**src/rtl/counter_pkg.sv**
```systemverilog
// Shared types for the tick/timebase counters.
package counter_pkg;
  localparam int CNT_W = 8;
  typedef logic [CNT_W-1:0] cnt_t;
endpackage

```
**src/rtl/tick_counter.sv**
```systemverilog
// Free-running modulo-n_ticks counter with a one-cycle terminal strobe.
// No handshakes: data_o/watch_o are valid every cycle, and downstream samples on watch_o.
module tick_counter
  import counter_pkg::*;
#(
  parameter int WIDTH = CNT_W
) (
  input  logic             clk,
  input  logic             rstn,
  input  logic [WIDTH-1:0] n_ticks,
  output logic [WIDTH-1:0] data_o,
  output logic             watch_o
);

  logic [WIDTH-1:0] cnt, cnt_n;
  logic [WIDTH-1:0] lim, lim_n;
  logic             watch, watch_n;
  logic             terminal;

  // The lim != 0 guard keeps lim - 1 from underflowing.
  assign terminal = (lim != '0) && (cnt == lim - 1'b1);

  always_comb begin
    cnt_n   = cnt + 1'b1;
    lim_n   = lim;
    watch_n = 1'b0;
    if (rstn || (lim == '0)) begin
      cnt_n = '0;
      lim_n = n_ticks;
    end else begin
      if (terminal) begin
        cnt_n = '0;
        lim_n = n_ticks;
      end
      // Strobe is registered, so it is derived from next-state values.
      watch_n = (lim_n != '0) && (cnt_n == lim_n - 1'b1);
    end
  end

  always_ff @(posedge clk) begin
    cnt   <= cnt_n;
    lim   <= lim_n;
    watch <= watch_n;
  end

  assign data_o  = cnt;
  assign watch_o = watch;

endmodule

```
**config.mk**
```make
export PLATFORM = sky130hd
export DESIGN_NAME = tick_counter
export DESIGN_NICKNAME = d
export VERILOG_FILES = /design/src/rtl/counter_pkg.sv /design/src/rtl/tick_counter.sv
export SDC_FILE = /design/constraint.sdc
export NUM_CORES = 1
export LEC_CHECK = 0
export BUFFER_PORTS_ARGS = -buffer_cell sky130_fd_sc_hd__buf_4
export CAP_MARGIN = 5
export CORE_MARGIN = 3
export CORE_UTILIZATION = 60
export CTS_CLUSTER_DIAMETER = 50
export DETAILED_ROUTE_END_ITERATION = 7
export PLACE_DENSITY = 0.83
export REMOVE_ABC_BUFFERS = 1
export SLEW_MARGIN = 20
export SYNTH_ARGS = -nofsm -noshare
export SYNTH_HDL_FRONTEND = slang
export SYNTH_SLANG_ARGS = --single-unit
```
**constraint.sdc**
```tcl
create_clock -name clk -period 5.91 [get_ports clk]
set_clock_uncertainty 0.05 [all_clocks]
set_input_delay 0.2955 -clock clk [delete_from_list [all_inputs] [get_ports clk]]
set_output_delay 0.2955 -clock clk [all_outputs]
set_load 0.02 [all_outputs]
```
==> results_dict.tcl, run 1 <==
set metrics [dict create \
    path_cells "or3_4 -> or4_1 -> a21o_1 -> a221oi_4 -> nor2_1 -> a21oi_1 -> ha_1 -> nor3b_1 -> xnor2_1 -> xnor2_1 -> o211ai_1 -> o31ai_1 -> o211a_1" \
    critPathTopFamily "compound AO/OA/AOI/OAI gates" \
    path_buf_inv 0 \
    final_cell_mix "nor2_1, buf_4, dfxtp_1" \
    cpMostUsedCell "xnor2_1" \
    globalRoute.totalOverflow 0 \
    cts.sinks 17 \
    peakVddDrop_uv 179 \
    synth_flop_cell "dfxtp_1" \
    hold_viol 0 \
    min_period_ps 4120 \
    die_y_um 53.8 \
    cts-resized-gates 0 \
    clk_pin_slew_ps 100 \
    post_cts_buffers 0 \
    yosys_warnings 0 \
    viasPerCell 5.87 \
    synth_top_area_share 0.248 \
    r2r_setup_slack_ps 1790 \
    synth_largest_area_cell "dfxtp_1" \
    power_uw 292 \
    die_w_um 53.8 \
    vias 1191 \
    cts_root_buf "clkbuf_4" \
    slowest_stage "a221oi_4" \
    routed_wl_um 3130 \
    fin_nets 191 \
    worstSetupPathType "register to register" \
    antenna_found_initial 0 \
    numCtsBuffers 3 \
    syn_area_um2 1370 \
    clk_latency_ps 290 \
    syn_inst 164 \
    cp-start-kind "register" \
    area.growth.synth_to_final_pct 9.48 \
    route.detailed.drc 0 \
    postCtsHoldBufs 0 \
    async_flop_share 0 \
    startpoint "lim[2]" \
    place_inst 199 \
    worstSetupPathDepth 13 \
    max_slew_margin 0.527 \
    gp_congestion 0.886 \
    setup_viol_count_final 0 \
    status "completed" \
    postSynthAreaPerCell_um2 8.37 \
    p_leak_nw 0.644 \
    r2r_cells 13 \
    core_area_um2 2060 \
    die-area_um2 2900 \
    crit_fanout 14 \
    ys_seq_area_frac 0.248 \
    portBuffers 18 \
    grt.total_usage 0.250 \
    dp.final_hpwl_um 2430 \
    worst_pin_slew_ps 710 \
    grt_max_degree 17 \
    grt_pass1_vias 1208 \
    start_util 0.666 \
    rows 16 \
    worstPathArrival_ps 4310 \
    rsz0062_at_grt "false" \
    io_pins 19 \
    synth-seq-cells 17 \
    cts_buffer_depth 2 \
    clock.fmax_mhz 243 \
    ctsHtreeMaxLevel 1 \
    cp.required_ps 6110 \
    drt_iter0_drc 30 \
    wl_per_cell_um 15.4 \
    crit_end "watch_o" \
    ys_types 47 \
    cap_violations 0 \
    antenna_cells 0 \
    final_common_cell "nor2_1" \
    cpPeakStageDelay_ps 600 \
    synth_area_leaders "dfxtp_1, xnor2_1, nor2_1" \
    p_per_area_nw_per_um2 194 \
    hold_path.class "primary input to register" \
    final_antenna_net_count 0 \
    drive_above_1_share 0.165 \
    cts_tree "yes" \
    endpoint_kind "register" \
    setup_tns_ps 0 \
    firstDrtPassIters 4 \
    final_max_slew_viol_count 0 \
    final_cells 203 \
    fin_crit_sh 0.697 \
    r2r_start "lim[2]" \
    synth_edf_count 0 \
    grt_pass1_wl_um 5240 \
    r2r_end "watch_o" \
]
==> cells by family (layout without fill, tap and decap cells) <==
group / count (synthesis) / after routing / synth area share
DFF: 17 / 17 / 0.248
xor gates and xnor gates: 24 / 24 / 0.173
buffers and inverters: 16 / 28 / 0.0647
and+or+nand+nor: 67 / 67 / 0.256
adders and majority gates: 4 / 4 / 0.0365
muxes: 9 / 9 / 0.0711
AOI/OAI and AO/OA: 27 / 27 / 0.150
==> where the power goes <==
group	internal, mW	switching (mW)	leakage, nW
Sequential	0.123	0.0151	0.141
Combinational	0.0418	0.0493	0.486
Clock	0.0252	0.0376	0.0177
Total	0.190	0.102	0.644
==> per-stage QoR <==
| stage | setup WS, ps | utilization | hold slack, ps | instance area (um2) |
|---|---|---|---|---|
| global route | 1490 | 0.729 | 186 | 1500 |
| floorplan | 2340 | - | 360 | 1310 |
| finish | 1790 | 0.729 | 191 | 1500 |
| global placement | 2120 | 0.715 | 458 | 1480 |
| detailed placement | 1900 | 0.715 | 459 | 1480 |
| CTS | 1850 | 0.729 | 186 | 1500 |
==> state kept, by name, summed over array words and instances (netlist names) <==
name and cells:
lim 8, data_o 8, watch_o 1
==> area by class of cell <==
| type | count | area (um2) |
|---|---|---|
| clock buffer | 3 | 22.5 |
| tap | 27 | 33.8 |
| sequential | 17 | 340 |
| inverter | 6 | 22.5 |
| clock inverter | 1 | 5.00 |
| multi-input combinational | 131 | 943 |
| timing repair buffer | 18 | 135 |
| fill | 174 | 559 |
==> synthesized netlist by cell type, types with 4 or more instances <==
cell      count
dfxtp_1      17
o21ai_0       4
a21oi_1       6
nand2_1       6
nor2_1       26
inv_1         6
ha_1          4
xnor2_1      14
clkbuf_1      4
mux2_1        5
and3_1        5
xor2_1        8
nor2b_1       4
==> worst min path at each step <==
stage                endpoint  slack (ps)  cells past startpoint       start
global route           lim[5]         190                      2  n_ticks[5]
global placement    data_o[0]         460                      1   data_o[0]
CTS                    lim[6]         190                      3  n_ticks[6]
finish                 lim[5]         190                      2  n_ticks[5]
floorplan              lim[6]         360                      2  n_ticks[6]
detailed placement  data_o[0]         460                      1   data_o[0]
==> layer usage <==
layer | wire length, um | vias to the layer above | part of all wire | track usage
li1 | - | 596 | - | -
met1 | 1390 | 562 | 0.44 | 0.287
met2 | 1580 | 26 | 0.50 | 0.454
met3 | 125 | 7 | 0.040 | 0.0693
met4 | 36 | 0 | 0.012 | 0.0553
met5 | 0 | - | 0 | 0
Power figures use the tool's default switching activity.
==> inputs of run 2 (changes only) <==
--- a/config.mk
+++ b/config.mk
@@ -8,10 +8,10 @@
 export BUFFER_PORTS_ARGS = -buffer_cell sky130_fd_sc_hd__buf_4
 export CAP_MARGIN = 5
 export CORE_MARGIN = 3
-export CORE_UTILIZATION = 60
+export CORE_UTILIZATION = 57
 export CTS_CLUSTER_DIAMETER = 50
 export DETAILED_ROUTE_END_ITERATION = 7
-export PLACE_DENSITY = 0.83
+export PLACE_DENSITY = 0.79
 export REMOVE_ABC_BUFFERS = 1
 export SLEW_MARGIN = 20
 export SYNTH_ARGS = -nofsm -noshare
==> constraint.sdc (replaced) <==
create_clock -name clk -period 4 [get_ports clk]
set_clock_uncertainty 0.05 [all_clocks]
set_input_delay 0.2 -clock clk [delete_from_list [all_inputs] [get_ports clk]]
set_output_delay 0.2 -clock clk [all_outputs]
set_load 0.02 [all_outputs]
==> results_dict.tcl, run 2 (synthesis gave the netlist of run 1 again) <==
set metrics [dict create \
    min_period_ps 3720 \
    clk_latency_ps 300 \
    p_per_area_nw_per_um2 285 \
    power_uw 450 \
    cp-start-kind "register" \
    final_antenna_net_count 0 \
    antenna_cells 0 \
    portBuffers 18 \
    final_cells 211 \
    globalRoute.totalOverflow 0 \
    place_ws_ps 120 \
    r2r_end "watch_o" \
    firstDrtPassIters 4 \
    start_util 0.609 \
    endpoint_kind "register" \
    cp.required_ps 4200 \
    viasPerCell 5.99 \
    r2r_start "lim[2]" \
    cap_violations 0 \
    rsz0062_at_grt "false" \
    max_slew_margin 0.525 \
    clock.fmax_mhz 269 \
    antenna_found_initial 0 \
    hold_viol 0 \
    min_path_cells 3 \
    final_cell_mix "nor2_1, buf_4, dfxtp_1" \
    grt.total_usage 0.230 \
    place_inst 203 \
    rows 17 \
    die_w_um 55.1 \
    r2r_setup_slack_ps 280 \
    worst_slack_ps 279 \
    drive_above_1_share 0.213 \
    die_y_um 55.1 \
    setup_tns_ps 0 \
    ctsHtreeMaxLevel 1 \
    fin_crit_sh 0.930 \
    worstSetupPathType "register to register" \
    gp_congestion 0.924 \
    crit_fanout 9 \
    numCtsBuffers 3 \
    drt_iter0_drc 47 \
    worstHoldEndpoint "lim[6]" \
    p_leak_nw 0.673 \
    route.detailed.drc 0 \
    hp-start "n_ticks[6]" \
    final_max_slew_viol_count 0 \
    grt_max_degree 17 \
    area.growth.synth_to_final_pct 15.1 \
    status "completed" \
    cts_buffer_depth 2 \
    dp.final_hpwl_um 2460 \
    grt_pass1_wl_um 5030 \
    die-area_um2 3030 \
    r2r_cells 13 \
    cts_root_buf "clkbuf_4" \
    cts.sinks 17 \
    io_pins 19 \
    core_area_um2 2250 \
    wl_per_cell_um 16.5 \
    fin_nets 198 \
    clk_pin_slew_ps 110 \
    fillers 181 \
    worst_pin_slew_ps 713 \
    grt_pass1_vias 1128 \
    vias 1264 \
    setup_viol_count_final 0 \
    hold_path.class "primary input to register" \
    routed_wl_um 3480 \
    final_common_cell "nor2_1" \
    peakVddDrop_uv 235 \
    cts_tree "yes" \
    worstPathArrival_ps 3920 \
]
-- run 2: repair_timing --
action	CTS	global route
hold endpoints to repair	0	0
setup buffers	0	3
resized for setup	0	4
hold buffers	0	0
endpoints found under the setup margin	0	1
-- run 2: critical path, stage by stage (launching register included) --
cell,delay (ps)
dfxtp_1,420
or3_4,480
or4_1,410
a21o_1,240
a221oi_4,410
nor2_1,80
a21oi_1,250
ha_2,290
buf_4,150
nand2_1,40
or4_1,390
o211a_1,140
nor2_1,130
o211a_1,170
-- run 2: worst max-delay path by stage --
| stage | slack (ps) | endpoint | cells past startpoint | start |
|---|---|---|---|---|
| finish | 280 | watch_o | 13 | lim[2] |
| global route | 80 | watch_o | 13 | lim[2] |
| global placement | 280 | watch_o | 13 | lim[2] |
| floorplan | 430 | watch_o | 13 | lim[2] |
| CTS | 100 | watch_o | 13 | lim[3] |
| detailed placement | 120 | watch_o | 13 | lim[3] |
-- run 2: cell type report --
type,count,area [um2],area share
Sequential cell,17,340,0.215
Inverter,6,22.5,0.0143
Timing Repair Buffer,24,180,0.114
Clock buffer,4,26.3,0.0166
Multi-Input combinational cell,132,976,0.618
Tap cell,28,35.0,0.0222
-- run 2: metal layers --
layer  up-vias  track usage  wire (um)
met5         -            0          0
met4         0       0.0688         97
met3        11       0.0241        165
met2        47        0.382       1660
met1       589        0.313       1550
li1        617            -          -
-- run 2: metrics by stage --
stage / instance area (um2) / util / hold slack (ps)
CTS: 1530 / 0.676 / 76.0
floorplan: 1310 / - / 265
finish: 1580 / 0.701 / 74.1
global placement: 1500 / 0.665 / 377
global route: 1580 / 0.701 / 64.7
detailed placement: 1500 / 0.665 / 382
-- run 2: power breakdown --
part / leakage, nW / switching [mW] / internal (mW)
registers: 0.141 / 0.0219 / 0.182
clock network: 0.0150 / 0.0600 / 0.0389
logic: 0.518 / 0.0803 / 0.0672
==> inputs of run 3 (changes only) <==
--- a/config.mk
+++ b/config.mk
@@ -5,6 +5,7 @@
 export SDC_FILE = /design/constraint.sdc
 export NUM_CORES = 1
 export LEC_CHECK = 0
+export ABC_AREA = 1
 export BUFFER_PORTS_ARGS = -buffer_cell sky130_fd_sc_hd__buf_4
 export CAP_MARGIN = 5
 export CORE_MARGIN = 3
==> results_dict.tcl, run 3 <==
set metrics [dict create \
    final_cells 290 \
    firstDrtPassIters 4 \
    synth_area_leaders "dfxtp_1, nand2_1, inv_1" \
    p_int_uw 295 \
    synth-seq-cells 17 \
    final_common_cell "nand2_1" \
    vias 1489 \
    setup_viol_count_final 0 \
    synth_flop_cell "dfxtp_1" \
    startpoint "lim[0]" \
    cap_violations 0 \
    path_cells "inv_2 -> ha_1 -> inv_1 -> nand2_1 -> nand2_1 -> nor2_2 -> nand2_2 -> nor2_4 -> nand3_4 -> nor2_8 -> nand2_1 -> inv_1 -> nor2_2 -> ha_1 -> inv_1 -> nand3_1 -> nand2_1 -> nand3_1 -> nand2_1 -> nand3_1 -> nor2_1 -> nand3_1 -> nor2_1" \
    cp-start-kind "register" \
    clk_pin_slew_ps 100 \
    rsz0062_at_grt "false" \
    final_cell_mix "nand2_1, inv_1, nor2_1" \
    cts_root_buf "clkbuf_4" \
    hold_path.class "primary input to register" \
    netSwitchingFraction 0.407 \
    globalRoute.totalOverflow 0 \
    endpoint_kind "register" \
    fin_crit_sh 0.733 \
    die-area_um2 3270 \
    antenna_found_initial 0 \
    place_inst 286 \
    viasPerCell 5.13 \
    antenna_cells 0 \
    critPathTopFamily "simple AND/OR/NAND/NOR gates" \
    gp_congestion 0.853 \
    wl_per_cell_um 12.2 \
    hp-start "n_ticks[7]" \
    placed_area_um2 1640 \
    status "completed" \
    slowest_stage "dfxtp_1" \
    power_frac_seq 0.404 \
    final_antenna_net_count 0 \
    min_period_ps 2930 \
    final_max_slew_viol_count 0 \
    portBuffers 18 \
    clk_latency_ps 290 \
    cts.sinks 17 \
    drt_iter0_drc 63 \
    dp.final_hpwl_um 2940 \
    synth_top_area_share 0.228 \
    grt_pass1_wl_um 6110 \
    grt_max_degree 23 \
    postSynthAreaPerCell_um2 6.14 \
    die_y_um 57.2 \
    finish.instance_area_um2 1670 \
    ys_seq_area_frac 0.228 \
    grt.total_usage 0.234 \
    max_slew_margin 0.605 \
    routed_wl_um 3540 \
    pwr-share-clk 0.191 \
    syn_area_um2 1490 \
    yosys_warnings 0 \
    cpPeakStageDelay_ps 390 \
    worstPathArrival_ps 3120 \
    start_util 0.638 \
    async_flop_share 0 \
    cp.required_ps 4180 \
    r2r_setup_slack_ps 1070 \
    p_per_area_nw_per_um2 298 \
    postCtsHoldBufs 0 \
    fin_nets 277 \
    fillers 237 \
    syn_inst 243 \
    synth_most_common_cell "nand2_1" \
    combPwrFrac 0.405 \
    io_pins 19 \
    grt_pass1_vias 1404 \
    rows 17 \
    crit_fanout 18 \
    synth_edf_count 0 \
    synth_common_cells "nand2_1, inv_1, nor2_1" \
    r2r_start "lim[0]" \
    numCtsBuffers 3 \
    core_area_um2 2340 \
    ctsHtreeMaxLevel 1 \
    hold_viol 0 \
    cts_buffer_depth 2 \
    setup_tns_ps 0 \
    p_leak_nw 0.857 \
    ys_types 27 \
    worstSetupPathType "register to register" \
    die_w_um 57.2 \
    path_buf_inv 4 \
    route.detailed.drc 0 \
    cpMostUsedCell "nand2_1" \
    cts-resized-gates 0 \
    drive_above_1_share 0.183 \
    area.growth.synth_to_final_pct 11.7 \
    cts_tree "yes" \
    power.switching_uw 202 \
    post_cts_buffers 0 \
    worst_pin_slew_ps 593 \
    synth_largest_area_cell "dfxtp_1" \
    clock.fmax_mhz 341 \
    peakVddDrop_uv 221 \
]
run 3: cell count changes after synthesis, moves of 7 or more:
| cell | previous run | this run |
|---|---|---|
| inv_1 | 6 | 30 |
| nand2_1 | 6 | 78 |
| nor2_2 | 0 | 7 |
| nand3_1 | 3 | 21 |
| o21ai_0 | 4 | 16 |
| xnor2_1 | 14 | 4 |
run 3: logic make-up after synthesis:
group,count (synthesis),share of synthesized area
xor+xnor,8,0.0570
simple gates,157,0.505
fa+ha+maj,4,0.0335
compound gates,21,0.0788
buf+inv,36,0.0981
flops,17,0.228
run 3: area by class of cell:
class                           count  area (um2)  share of cell area
Tap cell                           28        35.0              0.0210
Clock buffer                        4        26.3              0.0158
Sequential cell                    17         340               0.204
Multi-Input combinational cell    190        1010               0.604
Inverter                           33         124              0.0743
Timing Repair Buffer               18         135              0.0811
run 3: final timing paths:
path              cells after the start        end
setup / recovery                     23    watch_o
hold / removal                        3     lim[7]
setup reg to reg                     23    watch_o
hold reg to reg                       1  data_o[0]
run 3: routing by layer:
layer | vias to the layer above | global-route usage | routed length [um]
met3 | 8 | 0.0407 | 144
met4 | 0 | 0.0795 | 70
li1 | 796 | - | -
met1 | 662 | 0.338 | 1820
met5 | - | 0 | 0
met2 | 23 | 0.351 | 1510
run 3: metrics by stage:
step	hold slack, ps	setup WS, ps	utilization	total power, mW
finish	65.4	1070	0.712	0.497
CTS	59.2	1070	0.712	0.498
global placement	365	1150	0.701	0.402
global route	56.7	657	0.712	0.535
floorplan	263	1360	-	0.356
detailed placement	366	1090	0.701	0.404
run 3: worst min-delay path: stages:
cell and delay [ps]:
buf_4 80, nand2_1 40, o21ai_0 50
run 3: power by group through the flow:
stage                     clock [mW]  combinational (mW)  sequential (mW)
final                         0.0948               0.201            0.201
after detailed placement           0               0.200            0.204
after global routing           0.104               0.228            0.203
after global placement             0               0.198            0.204
after CTS                     0.0966               0.201            0.200
after floorplan                    0               0.153            0.203
